File: config.mk
export PLATFORM = sky130hd
export DESIGN_NAME = pwm_cfg_sched
export DESIGN_NICKNAME = d
export VERILOG_FILES = /design/src/rtl/pwm_cfg_sched.sv
export SDC_FILE = /design/constraint.sdc
export NUM_CORES = 1
export LEC_CHECK = 0
export BUFFER_PORTS_ARGS = -buffer_cell sky130_fd_sc_hd__buf_2
export CAP_MARGIN = 20
export CORE_ASPECT_RATIO = 1.1
export CORE_MARGIN = 8
export CORE_UTILIZATION = 51
export CTS_BUF_LIST = sky130_fd_sc_hd__clkbuf_8
export CTS_CLUSTER_DIAMETER = 120
export DETAILED_ROUTE_END_ITERATION = 8
export PLACE_DENSITY_LB_ADDON = 0.05
export SKIP_LAST_GASP = 1
export SLEW_MARGIN = 20
export SYNTH_ARGS = -nofsm -noshare
export SYNTH_HDL_FRONTEND = slang
export SYNTH_SLANG_ARGS = --single-unit
File: constraint.sdc
create_clock -name i_clk -period 2.4 [get_ports i_clk]
set_input_delay 0.12 -clock i_clk [delete_from_list [all_inputs] [get_ports i_clk]]
set_output_delay 0.12 -clock i_clk [all_outputs]
set_load 0.03 [all_outputs]
File: src/rtl/pwm_cfg_sched.sv
// pwm_cfg_sched: round-robin scheduler that hands PWM duty/frequency updates from NREQ
// requesters to a PWM generator. An update is only applied on a sawtooth period boundary,
// so the generator never sees a mid-period change.
//
// Optional build macro: PWM_CFG_SCHED_RAMP_EN. When it is defined, the duty output slews by
// one step per period instead of jumping to the requested value.
//
// Ports:
//   i_clk          clock, all state on the rising edge
//   i_rst_n        asynchronous active-low reset
//   i_req          per-requester update request, held until acknowledged
//   i_duty_req     requester i duty at [i*W +: W]
//   i_freq_req     requester i frequency at [i*W +: W]
//   i_sawtooth     sawtooth feedback from the generator
//   o_grant        one-hot winner, held from grant until apply or abort
//   o_ack          one-cycle pulse to the winner when its config is applied
//   o_signal_out   duty value driven into the generator
//   o_freq_out     frequency value driven into the generator
//   o_busy         high whenever the scheduler is not idle
module pwm_cfg_sched #(
  parameter int unsigned NREQ     = 4,
  parameter int unsigned W        = 8,
  parameter int unsigned DUTY_RST = 0,
  parameter int unsigned FREQ_RST = 10
) (
  input  logic              i_clk,
  input  logic              i_rst_n,
  input  logic [NREQ-1:0]   i_req,
  input  logic [NREQ*W-1:0] i_duty_req,
  input  logic [NREQ*W-1:0] i_freq_req,
  input  logic [W-1:0]      i_sawtooth,
  output logic [NREQ-1:0]   o_grant,
  output logic [NREQ-1:0]   o_ack,
  output logic [W-1:0]      o_signal_out,
  output logic [W-1:0]      o_freq_out,
  output logic              o_busy
);

  localparam int unsigned PW = (NREQ > 1) ? $clog2(NREQ) : 1;

`ifdef PWM_CFG_SCHED_RAMP_EN
  typedef enum logic [1:0] {StIdle, StPend, StApply, StRamp} state_e;
`else
  typedef enum logic [1:0] {StIdle, StPend, StApply} state_e;
`endif

  state_e          r_state, w_state_d;
  logic [NREQ-1:0] r_grant, w_grant_d;
  logic [NREQ-1:0] r_ack, w_ack_d;
  logic [W-1:0]    r_signal, w_signal_d;
  logic [W-1:0]    r_freq, w_freq_d;
  logic [W-1:0]    r_shadow_duty, w_shadow_duty_d;
  logic [W-1:0]    r_shadow_freq, w_shadow_freq_d;
  logic [W-1:0]    r_saw_prev;
  logic [PW-1:0]   r_rr_ptr, w_rr_ptr_d;
  logic [PW-1:0]   r_winner, w_winner_d;
  logic            r_busy;

  logic [PW-1:0]   w_pick, w_idx, w_winner_inc;
  logic [W-1:0]    w_duty_pick, w_freq_pick;
  logic            w_wrap, w_any_req, w_abort, w_apply;

  // A period boundary is a descent of the sawtooth relative to the previous cycle.
  assign w_wrap       = i_sawtooth < r_saw_prev;
  assign w_any_req    = |i_req;
  assign w_abort      = ~i_req[r_winner];
  assign w_winner_inc = (r_winner == PW'(NREQ - 1)) ? '0 : r_winner + 1'b1;
  assign w_duty_pick  = i_duty_req[w_pick*W +: W];
  assign w_freq_pick  = i_freq_req[w_pick*W +: W];

`ifdef PWM_CFG_SCHED_RAMP_EN
  logic [W-1:0] w_step;
  assign w_step = (r_signal < r_shadow_duty) ? r_signal + 1'b1 : r_signal - 1'b1;
`endif

  // Round-robin pick: scan from the highest offset down so the first requester at or
  // after r_rr_ptr is the last one written.
  always_comb begin
    w_pick = '0;
    w_idx  = '0;
    for (int k = NREQ - 1; k >= 0; k--) begin
      w_idx = PW'((32'(r_rr_ptr) + 32'(k)) % NREQ);
      if (i_req[w_idx]) w_pick = w_idx;
    end
  end

  always_comb begin
    w_state_d       = r_state;
    w_grant_d       = r_grant;
    w_ack_d         = '0;
    w_signal_d      = r_signal;
    w_freq_d        = r_freq;
    w_shadow_duty_d = r_shadow_duty;
    w_shadow_freq_d = r_shadow_freq;
    w_rr_ptr_d      = r_rr_ptr;
    w_winner_d      = r_winner;
    w_apply         = 1'b0;
    case (r_state)
      StIdle: begin
        if (w_any_req) begin
          w_state_d         = StPend;
          w_grant_d         = '0;
          w_grant_d[w_pick] = 1'b1;
          w_winner_d        = w_pick;
          w_shadow_duty_d   = w_duty_pick;
          // A zero period is never handed to the generator.
          w_shadow_freq_d   = (w_freq_pick == '0) ? W'(1) : w_freq_pick;
        end
      end
      StPend: begin
        // Abort outranks a coincident wrap.
        if (w_abort) begin
          w_state_d = StIdle;
          w_grant_d = '0;
        end else if (w_wrap) begin
          w_freq_d = r_shadow_freq;
`ifdef PWM_CFG_SCHED_RAMP_EN
          if (r_signal == r_shadow_duty) begin
            w_apply = 1'b1;
          end else begin
            w_signal_d = w_step;
            if (w_step == r_shadow_duty) w_apply = 1'b1;
            else                         w_state_d = StRamp;
          end
`else
          w_signal_d = r_shadow_duty;
          w_apply    = 1'b1;
`endif
        end
      end
`ifdef PWM_CFG_SCHED_RAMP_EN
      StRamp: begin
        // On abort the partially ramped duty is kept.
        if (w_abort) begin
          w_state_d = StIdle;
          w_grant_d = '0;
        end else if (w_wrap) begin
          w_signal_d = w_step;
          if (w_step == r_shadow_duty) w_apply = 1'b1;
        end
      end
`endif
      StApply: w_state_d = StIdle;
      default: w_state_d = StIdle;
    endcase
    if (w_apply) begin
      w_state_d  = StApply;
      w_ack_d    = r_grant;
      w_grant_d  = '0;
      w_rr_ptr_d = w_winner_inc;
    end
  end

  always_ff @(posedge i_clk or negedge i_rst_n) begin
    if (!i_rst_n) begin
      r_state       <= StIdle;
      r_grant       <= '0;
      r_ack         <= '0;
      r_signal      <= W'(DUTY_RST);
      r_freq        <= W'(FREQ_RST);
      r_shadow_duty <= '0;
      r_shadow_freq <= '0;
      r_saw_prev    <= '0;
      r_rr_ptr      <= '0;
      r_winner      <= '0;
      r_busy        <= 1'b0;
    end else begin
      r_state       <= w_state_d;
      r_grant       <= w_grant_d;
      r_ack         <= w_ack_d;
      r_signal      <= w_signal_d;
      r_freq        <= w_freq_d;
      r_shadow_duty <= w_shadow_duty_d;
      r_shadow_freq <= w_shadow_freq_d;
      r_saw_prev    <= i_sawtooth;
      r_rr_ptr      <= w_rr_ptr_d;
      r_winner      <= w_winner_d;
      r_busy        <= (w_state_d != StIdle);
    end
  end

  assign o_grant      = r_grant;
  assign o_ack        = r_ack;
  assign o_signal_out = r_signal;
  assign o_freq_out   = r_freq;
  assign o_busy       = r_busy;

endmodule

==> summary.md <==
| Metric | Value |
|---|---|
| Hold WS | 0.166 ns |
| Setup Skew | 0.00663 ns |
| Fraction of layout cells with a size suffix above 1 | 0.373 |
| Mux cell area share after synthesis | 0.0824 |
| CTS sink count | 55 |
| Critical path startpoint category | register |
| Avg Inst Size Synth | 9.55 um2 |
| CP Data Arrival Time | 2.50 ns |
| Synth top area cells | dfrtp_1, nand2_1, mux2_2 |
| Total grt overflow | 0 |
| Synth Area in XOR/XNOR | 0 |
| Inst Count DP | 468 |
| Most common cell in the netlist | nand2_1 |
| First DRT Iteration DRCs | 104 |
| Inserted Diodes | 0 |
| Final period utilization | 0.966 |
| Cells after Synth | 299 |
| Placed Area | 0.00345 mm2 |
| Reg-to-Reg Start | r_saw_prev[4] |
| Commonest cells post-synth | nand2_1, dfrtp_1, o21ai_0, nand3_1, mux2_2 |
| Initial antenna violation count | 0 |
| Core area | 0.00540 mm2 |
| Sequential area share after synthesis | 0.483 |
| Root buf cell | clkbuf_8 |
| Post-Synthesis Cell Area | 0.00285 mm2 |
| Max-slew violation count | 0 |
| Finished Layout Cells | 485 |
| Worst setup path start | r_saw_prev[4] |
| I/O pin count | 103 |
| First-pass GRT wire length | 11900 um |
| Layout Nets | 495 |
| GRT Overall Usage | 0.181 |
| RD Place Congestion | 0.784 |
| Min-Delay Path Class | in -> reg |
| Synth area leader | dfrtp_1 |
| Peak supply drop | 550 uV |
| Simple-gate share of the synthesized area | 0.191 |
| Layout overhead on the synthesized area | 28.3% |
| Max-slew headroom | 0.514 |
| Clock Latency Late Sink | 0.30 ns |
| Port Buffers | 102 |
| PD cells | 1160 mW/mm2 |
| Hpwl dp | 5620 um |
| Status | finished, final reports clean |
| Via density | 5.33 |
| CTS tree | done |
| Setup crit end kind | register |
| Final setup fails | 0 |
| Clock buffer depth | 2 |
| Detailed-route via count | 2583 |
| Initial Utilization | 0.529 |
| Synthesis-stage register bit count | 55 |
| H-tree levels | 2 |
| Leak | 1.85 nW |
| Setup bufs post-CTS | 0 |
| MaxCap Viol Count | 0 |
| Synth cell types | 41 |
| Number of enable flip-flop cells after synthesis | 0 |
| DR DRC count | 0 |
| Die width | 87.3 um |
| Site Rows | 28 |
| CP required | 2.59 ns |
| Main flop type after synthesis | dfrtp_1 |
| YS warnings | 0 |
| Die H | 94.5 um |
| Crit-path max FO | 12 |
| Adder-cell area share of the yosys netlist | 0.0351 |
| Largest net degree at the start of global routing | 34 |
| Design area | 0.00366 mm2 |
| Syn nets | 385 |
| Hold path start | i_duty_req[12] |
| Fin crit period | 2.32 ns |
| Largest family of logic cells by synthesized area | simple AND/OR/NAND/NOR gates |
| Asr flop ratio synth | 1.00 |
| Reg clk slew, reported paths | 0.09 ns |
| Die Area | 0.00825 mm2 |
| Number of global-route vias before repair | 2494 |
| Slew @ Worst Pin | 0.723 ns |
| Dpl ws | 0.0726 ns |
| Crit Path Class | reg -> reg |
| Compound-gate portion of the synthesized area | 0.157 |
| Wirelength, routed | 7430 um |
| Fin util | 0.679 |
| WL/cell | 15.3 um |
| DR pass1 iterations | 4 |
| Yosys top cell area share | 0.465 |
| Maximum clock rate | 431 MHz |
| Detail Route Antenna Nets | 0 |
| Final hold violation count | 0 |
| CTS Buf Count | 5 |
| PnR worst setup slack | 0.0819 ns |
[worst paths after layout]
path                               endpoint  slack (ns)  cells past startpoint
max                           o_freq_out[4]        0.08                     10
min                        r_shadow_duty[4]        0.17                      5
max reg2reg                   o_freq_out[4]        0.08                     10
min reg2reg                r_shadow_duty[5]        0.48                      2
max in group asynchronous          o_ack[1]        1.34                      3
min in group asynchronous     o_freq_out[5]        0.41                      2
[layout make-up]
cell class,instances,area (um2)
inverters,11,41.3
multi-input cells,215,1350
well taps,75,93.8
clock buffers,6,82.6
repair buffers,121,704
fillers,459,1730
clock inverters,2,12.5
flip-flops and latches,55,1380
[stage by stage]
stage,TNS (ns),power [W]
after floorplan,0,0.00307
after global placement,0,0.00364
after detailed placement,0,0.00372
after CTS,0,0.00424
after global routing,-0.354,0.00457
final,0,0.00424
[cell families (layout without fill, tap and decap cells)]
| kind of cell | count (synthesis) | count (layout) |
|---|---|---|
| adder cells (fa/ha/maj) | 8 | 8 |
| AO/OA/AOI/OAI | 63 | 63 |
| multiplexers | 20 | 20 |
| flip-flops | 55 | 55 |
| AND/OR/NAND/NOR | 124 | 124 |
| buffers and inverters | 29 | 140 |
[power breakdown]
part	leakage (nW)	internal [W]	switching, W
clock	0.0526	0.000232	0.000279
sequential	0.674	0.00131	0.000230
combinational	1.13	0.000859	0.00133
total	1.85	0.00240	0.00184
[layout by cell type, fill, tap and decap left out, types with 4 or more instances in the layout]
cell,count
a21oi_1,4
nand2_1,80
nand3_1,19
dlygate4sd3_1,9
mux2_2,18
o32ai_1,4
clkbuf_8,6
inv_1,12
nor2_1,7
buf_4,7
ha_1,8
a311oi_1,5
dfrtp_1,53
a21o_1,4
o21ai_0,24
buf_2,102
a32oi_1,6
a22oi_1,6
nor3_1,6
[worst max-delay path, stage by stage, from the launching register on]
cell and delay [ns]:
dfrtp_1 0.34, inv_1 0.05, ha_1 0.30, a21o_1 0.19, a21o_1 0.17, a21oi_1 0.14
o21ai_0 0.10, a21o_2 0.26, nor2_4 0.15, buf_12 0.16, mux2_2 0.34
[what timing repair did]
item                       4_1_cts  5_1_grt
setup endpoints to repair        0       22
hold endpoints to repair        37        0
hold buffers                     9        0
gates resized for setup          0        5
[sequential cells by signal (all words and copies together), names as in the netlist]
register and count:
o_freq_out 8, o_signal_out 8, r_saw_prev 8, r_shadow_duty 8, r_shadow_freq 8, o_ack 4, o_grant 4, r_rr_ptr 2
r_state 2, r_winner 2, o_busy 1
[routing by layer]
metal / up-vias / part of all wire / global-route usage
li1: 1273 / - / -
met1: 1222 / 0.44 / 0.232
met2: 77 / 0.48 / 0.294
met3: 11 / 0.061 / 0.0495
met4: 0 / 0.013 / 0.0473
met5: - / 0 / 0
(Power assumes the default switching activity.)
